## src/rtl/conv2_pkg.sv

```systemverilog
// Shared parameters, state encoding and derived widths for the conv2 filter scheduler.
package conv2_pkg;

    localparam int N_FILT  = 3;
    localparam int DATA_W  = 14;
    localparam int MAP_POS = 64;
    localparam int TIMEOUT = 15;

    localparam int SEL_W = $clog2(N_FILT);
    localparam int POS_W = $clog2(MAP_POS);
    localparam int TO_W  = $clog2(TIMEOUT + 1);

    typedef enum logic [1:0] {
        IDLE  = 2'd0,
        ISSUE = 2'd1,
        WAIT  = 2'd2,
        OUT   = 2'd3
    } state_t;

endpackage

```

## src/rtl/conv2_pos_cnt.sv

```systemverilog
// Output-position counter over the 8x8 feature map: flags the last position,
// wraps to zero after it and pulses frame_done on the cycle after that wrap.
module conv2_pos_cnt
    import conv2_pkg::*;
(
    input  logic clk,
    input  logic rst_n,
    input  logic advance,
    output logic last,
    output logic frame_done
);

    logic [POS_W-1:0] pos_q, pos_d;
    logic             frame_done_q, frame_done_d;

    assign last       = (pos_q == POS_W'(MAP_POS - 1));
    assign frame_done = frame_done_q;

    // Step the position on each accepted output; wrap and flag the frame end at the last one.
    always_comb begin
        pos_d        = pos_q;
        frame_done_d = 1'b0;
        if (advance) begin
            if (last) begin
                pos_d        = '0;
                frame_done_d = 1'b1;
            end else begin
                pos_d = pos_q + POS_W'(1);
            end
        end
    end

    // Position and frame-done registers.
    always_ff @(posedge clk or negedge rst_n) begin
        if (!rst_n) begin
            pos_q        <= '0;
            frame_done_q <= 1'b0;
        end else begin
            pos_q        <= pos_d;
            frame_done_q <= frame_done_d;
        end
    end

endmodule

```

## src/rtl/conv2_filt_sched.sv

```systemverilog
// Time-multiplexes one conv2 channel-sum engine across N_FILT filters per window,
// packs the per-filter results and hands them to pooling over valid/ready.
module conv2_filt_sched
    import conv2_pkg::*;
(
    input  logic                     clk,
    input  logic                     rst_n,
    input  logic                     win_valid,
    output logic                     win_ready,
    output logic                     calc_start,
    output logic [SEL_W-1:0]         calc_sel,
    input  logic                     calc_valid,
    input  logic [DATA_W-1:0]        calc_data,
    output logic                     out_valid,
    input  logic                     out_ready,
    output logic [N_FILT*DATA_W-1:0] out_data,
    output logic                     out_last,
    output logic                     frame_done,
    output logic                     err
);

    state_t                    state_q, state_d;
    logic [SEL_W-1:0]          idx_q, idx_d;
    logic [TO_W-1:0]           to_q, to_d;
    logic [N_FILT*DATA_W-1:0]  slots_q, slots_d;
    logic                      err_q, err_d;
    logic                      idle_ready;
    logic                      advance;
    logic                      pos_last;
    logic [TO_W-1:0]           to_inc;

    assign to_inc = to_q + TO_W'(1);

    // Next-state, datapath updates and handshake outputs of the scheduling FSM.
    always_comb begin
        state_d    = state_q;
        idx_d      = idx_q;
        to_d       = to_q;
        slots_d    = slots_q;
        err_d      = err_q;
        idle_ready = 1'b0;
        calc_start = 1'b0;
        out_valid  = 1'b0;
        advance    = 1'b0;

        case (state_q)
            IDLE: begin
                idle_ready = 1'b1;
                if (win_valid) begin
                    idx_d   = '0;
                    state_d = ISSUE;
                end
            end
            ISSUE: begin
                calc_start = 1'b1;
                to_d       = '0;
                state_d    = WAIT;
            end
            WAIT: begin
                if (calc_valid) begin
                    for (int k = 0; k < N_FILT; k++) begin
                        if (idx_q == SEL_W'(k)) begin
                            slots_d[k*DATA_W +: DATA_W] = calc_data;
                        end
                    end
                    if (idx_q == SEL_W'(N_FILT - 1)) begin
                        state_d = OUT;
                    end else begin
                        idx_d   = idx_q + SEL_W'(1);
                        state_d = ISSUE;
                    end
                end else begin
                    to_d = to_inc;
                    if (to_inc == TO_W'(TIMEOUT)) begin
                        err_d   = 1'b1;
                        state_d = IDLE;
                    end
                end
            end
            OUT: begin
                out_valid = 1'b1;
                if (out_ready) begin
                    advance = 1'b1;
                    state_d = IDLE;
                end
            end
            default: state_d = IDLE;
        endcase

        // An engine result arriving when nothing is outstanding is a protocol error.
        if (calc_valid && (state_q != WAIT)) begin
            err_d = 1'b1;
        end
    end

    // Scheduler state, filter index, timeout counter, result slots and sticky error.
    always_ff @(posedge clk or negedge rst_n) begin
        if (!rst_n) begin
            state_q <= IDLE;
            idx_q   <= '0;
            to_q    <= '0;
            slots_q <= '0;
            err_q   <= 1'b0;
        end else begin
            state_q <= state_d;
            idx_q   <= idx_d;
            to_q    <= to_d;
            slots_q <= slots_d;
            err_q   <= err_d;
        end
    end

    conv2_pos_cnt u_pos_cnt (
        .clk        (clk),
        .rst_n      (rst_n),
        .advance    (advance),
        .last       (pos_last),
        .frame_done (frame_done)
    );

    // win_ready is held low while reset is asserted so every output reads 0 during reset.
    assign win_ready = idle_ready & rst_n;
    assign calc_sel  = idx_q;
    assign out_data  = slots_q;
    assign out_last  = out_valid & pos_last;
    assign err       = err_q;

endmodule
```

## config.mk

```make
export PLATFORM = sky130hd
export DESIGN_NAME = conv2_filt_sched
export DESIGN_NICKNAME = d
export VERILOG_FILES = /design/src/rtl/conv2_pkg.sv /design/src/rtl/conv2_pos_cnt.sv /design/src/rtl/conv2_filt_sched.sv
export SDC_FILE = /design/constraint.sdc
export NUM_CORES = 1
export LEC_CHECK = 0
export CAP_MARGIN = 10
export CORE_ASPECT_RATIO = 0.7
export CORE_MARGIN = 2
export CORE_UTILIZATION = 45
export DETAILED_ROUTE_END_ITERATION = 7
export GPL_TIMING_DRIVEN = 0
export PLACE_DENSITY = 0.81
export SLEW_MARGIN = 10
export SYNTH_ARGS = -nofsm -noshare
export SYNTH_HDL_FRONTEND = slang
export SYNTH_HIERARCHICAL = 1
export SYNTH_SLANG_ARGS = --single-unit
```

## constraint.sdc

```tcl
create_clock -name clk -period 2.05 [get_ports clk]
set_input_delay 0.41 -clock clk [delete_from_list [all_inputs] [get_ports clk]]
set_output_delay 0.41 -clock clk [all_outputs]
set_load 0.02 [all_outputs]
```

Yosys cells after proc, flatten, opt, wreduce, memory -nomap -nowiden
Cells that the tools add are included.
- bits in registers: 58
- input bits: 19
- output and inout port bits: 50
- add/subtract/negate cells: 3
- equal/unequal tests: 15
- multiplexer cells: 24
- bitwise gates (word level): 2
- reductions and logical operators: 14
- operators with widths (operator ; number):
    2-to-1 mux 2 bit ; 8
    AND reduction 3 bit ; 5
    != test 2 bit (second input constant) ; 6
    2-to-1 mux 1 bit ; 11
    case mux 2 bit (4 select lines) ; 1
    case mux 4 bit (2 select lines) ; 1
    nonzero test 2 bit ; 4
    adder 6 x 1 -> 6 bit (second input constant) ; 1
    equality test 2 bit (second input constant) ; 3
    equality test 6 bit (second input constant) ; 1
    2-to-1 mux 6 bit ; 1
    adder 4 x 1 -> 4 bit (second input constant) ; 1
    equality test 2 x 1 -> 1 bit (second input constant) ; 2
    equality test 4 bit (second input constant) ; 1
    zero test 2 bit ; 2
    2-to-1 mux 4 bit ; 1
    case mux 2 bit (2 select lines) ; 1
    AND reduction 4 bit ; 1
    != test 3 bit (second input constant) ; 1
    adder 2 x 1 -> 2 bit (second input constant) ; 1
    bitwise AND 1 bit ; 2
    != test 2 x 1 -> 1 bit (second input constant) ; 1
    AND reduction 2 bit ; 1
    logical AND 1 bit ; 1

Logic depth before layout (Yosys ltp)
- word-level depth: 6
- gate-level depth with buffers: 6
- depth with buffers taken out: 5

By module
Netlist, hierarchy kept.
- by module, submodules not included (module ; instances ; cells an instance ; area an instance (µm²)):
    conv2_filt_sched ; 1 ; 170 ; 2239.6
    conv2_pos_cnt ; 1 ; 30 ; 332.8

Least setup slack after synthesis
No wires, ideal clock.
- kind: register to output
- start point: register state_q[0]
- end point: output port calc_start
- arrival: 1220 ps
- data required time: 1640 ps
- slack: 420 ps
- cell stages (with the launch flop): 4
- path buffers: 2
- cell sequence: dfrtp_1 -> clkbuf_1 -> clkbuf_1 -> nor2b_1
- longest elaborated chain between the ends: 2
- ends and longest elaborated chain (what ; RTL line ; RTL):
    start: declaration ; conv2_filt_sched.sv:22 ; state_t state_q, state_d;
    start signal: assignment ; conv2_filt_sched.sv:105 ; state_q <= state_d;
    equality test 2 x 1 -> 1 bit ; conv2_filt_sched.sv:46 ; case (state_q)
    2-to-1 mux 1 bit ; conv2_filt_sched.sv:46 ;
    end: declaration ; conv2_filt_sched.sv:10 ; output logic calc_start,
Every way passes these cells.

Worst setup path after layout
- start point: register u_pos_cnt.pos_q[0]
- end point: output port out_last
- longest elaborated chain between the ends: 2
- ends and longest elaborated chain (what ; RTL line ; RTL):
    start: declaration ; conv2_pos_cnt.sv:13 ; logic [POS_W-1:0] pos_q, pos_d;
    start signal: assignment ; conv2_pos_cnt.sv:39 ; pos_q <= pos_d;
    equality test 6 bit ; conv2_pos_cnt.sv:16 ; assign last = (pos_q == POS_W'(MAP_POS - 1));
    named net pos_last ; conv2_filt_sched.sv:29 ; logic pos_last;
    bitwise AND 1 bit ; conv2_filt_sched.sv:125 ; assign out_last = out_valid & pos_last;
    end: declaration ; conv2_filt_sched.sv:17 ; output logic out_last,
The timed path passes the listed nets, and every way through them passes these cells.

==> run_results.csv <==
group,metric,value,unit
cts,clkSinkCount,58,
cts,cts_max_level,3,
global_route,grt_pass1_vias,1762,
synth,synthFlopType,"dfrtp_1",
finish,final_layout_size_suffix_gt1_share,29.5,%
worst_setup_path,critical_path.cell_chain,"ha_4, nand3_1, nor2_2, and3_1, buf_4",
placed_design,dp_worst_setup_slack,-0.223,ns
timing,worst_pin_slew,0.529,ns
synth,yosysUniqueCellTypes,37,
power,power_switching,2.12,mW
worst_setup_path,slowest_delay,0.43,ns
synth,synth-edff-count,0,
routing,wl,5280,um
timing,whs,0.0200,ns
floorplanning,die_area,6350,sq um
finish,instances_no_fill,360,
timing,fin_crit,1.92,ns
run_status,status,"finished, final reports clean",
cts,cts_buffers,9,
cts,cts_root_buf,"clkbuf_8",
placed_design,io_buffers,68,
power,p_clk_share,21.7,%
synth,syn_area_per_cell,12.9,sq um
worst_hold_path,worstHoldPathType,"input port to asynchronous set/reset pin",
timing,setup_violations,0,
cts,cts.clk_slew.worst_paths,0.07,ns
timing,fin_ws,0.134,ns
synth,syn_area,2570,sq um
finish,syn_to_final_growth,41.7,%
placed_design,finalWeightedCongestion,0.794,
worst_setup_path,startpoint_type,"register",
placed_design,place_inst,340,
global_route,gr-usage-all-layers,18.1,%
job,drv_cap,0,
routing,num_vias,1846,
power,pwr-share-seq,33.1,%
power,cellLeakagePower,1.55,nW
floorplanning,start_util,47.9,%
power,power,6.03,mW
synth,async_reset_ff_share,100,%
global_route,grt_pass1_wl,8600,um
timing,grt_setup_unrepaired,"no",
routing,ant_nets,0,
power,ir_worst_vdd,920,uV
routing,first_iter_violations,53,
synth,synth_compound_area_share,6.23,%
floorplanning,core-area,5370,sq um
floorplanning,io_pins,69,
worst_setup_path,crit_path_start,"u_pos_cnt/pos_q[0]$_DFFE_PN0P_",
power,combPwrFrac,45.2,%
cts,cts_hold_buf,0,
synth,synthSimpleGateAreaFrac,10.4,%
routing,drc,0,
power,powerDensity,1650,nW/um^2
synth,synth_fa_ha_area_share,2.92,%
cts,clock_latency,0.34,ns
timing,maxSlewViolCount,0,
worst_setup_path,path_class,"register to output pin",
routing,routedWlPerCell,14.7,um
floorplanning,die_w,94.4,um
timing,fin_skew,0.00803,ns
global_route,antenna_found_initial,0,
worst_setup_path,rr_startpoint,"calc_sel[0]$_DFFE_PN0P_",
finish,num_antenna_cells,0,
synth,yosys.area_share.xor_xnor,1.02,%
synth,netlist_instances,200,
floorplanning,rows,22,
routing,dr.pass1.iters,4,
worst_setup_path,required,1.64,ns
global_route,grt_overflow,0,
synth,yosysWarningCount,6,
timing,clock.fmax,522,MHz
timing,slew_headroom,64.8,%
synth,syn-num-nets,225,
floorplanning,fp.dieH,67.3,um
timing,finalHoldViolCount,0,
synth,yosysSeqAreaShare,56.4,%
global_route,grt_max_degree,60,
placed_design,place_hpwl,3690,um
synth,muxShareOfSynthArea,19.6,%
cts,cts_tree,"built",
worst_setup_path,crit_fanout,5,
cts,clock_path_buffers,2,
finish,fillers,419,
synth,synth_top_family_by_area,"multiplexers",
finish,final_net_count,308,
synth,synth_seq_cells,58,
worst_setup_path,cp_data_arrival_time,1.51,ns
worst_setup_path,endpoint_kind,"output pin",
timing,period_share,93.4,%
power,p_int,3.91,mW
routing,viasPerCell,5.13,
power,p_sw_share,35.2,%
worst_setup_path,crit_path_top_delay_cell,"dfrtp_2",
==> layout make-up <==
cell class | count | area, sq um | share of cell area (%)
clock buffers | 9 | 124 | 3.40
plain buffers | 9 | 67.6 | 1.85
inverters | 6 | 22.5 | 0.618
multi-input cells | 126 | 1050 | 28.7
flip-flops and latches | 58 | 1460 | 39.9
well taps | 72 | 90.1 | 2.47
repair buffers | 73 | 713 | 19.6
clock inverters | 7 | 125 | 3.43
==> placed cells by master, fill, tap and decap left out, types with 2 or more instances in the layout <==
cell type	instances
nand2_1	10
nor2_1	5
nand3_1	5
and2_1	3
ha_1	5
and3_1	2
o211ai_1	2
buf_6	4
dfrtp_2	4
mux2_2	44
buf_4	7
nand3_2	3
clkbuf_8	9
nor3_1	3
clkbuf_4	2
bufinv_16	3
inv_1	5
dlygate4sd2_1	3
clkinv_4	3
xnor2_1	3
nand4_1	3
nor4_1	3
dfrtp_1	54
nand4b_1	2
o21ai_0	6
clkbuf_1	3
nand2b_1	4
clkdlybuf4s50_1	63
a21oi_1	8
==> metal layers <==
layer  vias to the layer above  wire length (um)  global-route usage (%)
met1                       895              2560                    25.2
met5                         -                 0                       0
met2                        56              2280                    26.3
li1                        888                 -                       -
met4                         0                69                    6.52
met3                         7               365                    6.47
==> timing repair <==
| action | in CTS | in global routing |
|---|---|---|
| pin swaps | 0 | 1 |
| setup endpoints to repair | 4 | 1 |
| hold endpoints to repair | 0 | 0 |
| gates resized for setup | 17 | 2 |
| setup buffers | 2 | 3 |
==> state kept, by name (all words and copies together), names as in the netlist <==
register              cells
out_data                 42
u_pos_cnt/pos_q           6
to_q                      4
calc_sel                  2
state_q                   2
err                       1
u_pos_cnt/frame_done      1
==> critical path: cells and delay by family (launching register included) <==
family	cells	cell delay [ns]
fa+ha+maj	1	0.17
buf+inv	1	0.13
flops	1	0.43
simple gates	3	0.44
==> Yosys cell counts, types with 2 or more instances <==
| master | n | area share (%) |
|---|---|---|
| dfrtp_1 | 58 | 56 |
| mux2_2 | 44 | 19 |
| nand2_1 | 10 | 1.5 |
| a21oi_1 | 8 | 1.6 |
| clkbuf_1 | 6 | 0.88 |
| ha_1 | 6 | 2.9 |
| o21ai_0 | 6 | 1.2 |
| inv_1 | 5 | 0.73 |
| nand3_1 | 5 | 0.97 |
| nor2_1 | 5 | 0.73 |
| nand2b_1 | 4 | 0.97 |
| and2_1 | 3 | 0.73 |
| buf_6 | 3 | 1.3 |
| nand3_2 | 3 | 1.2 |
| nand4_1 | 3 | 0.73 |
| nor3_1 | 3 | 0.58 |
| nor4_1 | 3 | 0.73 |
| xnor2_1 | 3 | 1.0 |
| and3_1 | 2 | 0.49 |
| nand4b_1 | 2 | 0.68 |
| o211ai_1 | 2 | 0.58 |
==> metrics by stage <==
| step | util, % | setup TNS (ns) | cell area (sq um) |
|---|---|---|---|
| 2_1_floorplan | - | 0 | 2570 |
| 3_3_place_gp | 62.3 | -74.73 | 3340 |
| 3_5_place_dp | 62.2 | -0.785 | 3340 |
| 4_1_cts | 67.6 | 0 | 3630 |
| 5_1_grt | 67.9 | 0 | 3650 |
| 6_report | 67.9 | 0 | 3650 |
==> cell families (layout without fill, tap and decap cells) <==
family                     Yosys count  after routing
DFF                                 58             58
AOI/OAI and AO/OA                   25             25
adders and majority gates            6              6
buffers and inverters               16            104
xor gates and xnor gates             3              3
and+or+nand+nor                     47             47
muxes                               45             45
==> power groups by stage <==
stage / Combinational, mW / Sequential (mW) / Clock, mW
after global placement: 2.62 / 1.97 / 0
after CTS: 2.70 / 2.00 / 1.34
after global routing: 2.93 / 2.07 / 1.40
after detailed placement: 2.67 / 1.99 / 0
final: 2.72 / 2.00 / 1.31
after floorplan: 0.989 / 2.47 / 0
==> final timing paths <==
path / cells past startpoint / slack, ns / endpoint
setup / recovery: 5 / 0.13 / out_last
hold / removal: 1 / 0.02 / to_q[1]$_DFFE_PN0P_
setup reg to reg: 5 / 0.47 / out_data[40]$_DFFE_PN0P_
hold reg to reg: 2 / 0.49 / err$_DFFE_PN0P_
max in group asynchronous: 1 / 1.62 / state_q[1]$_DFFE_PN0P_
min in group clk: 2 / 0.49 / err$_DFFE_PN0P_
(Power assumes the default switching activity.)
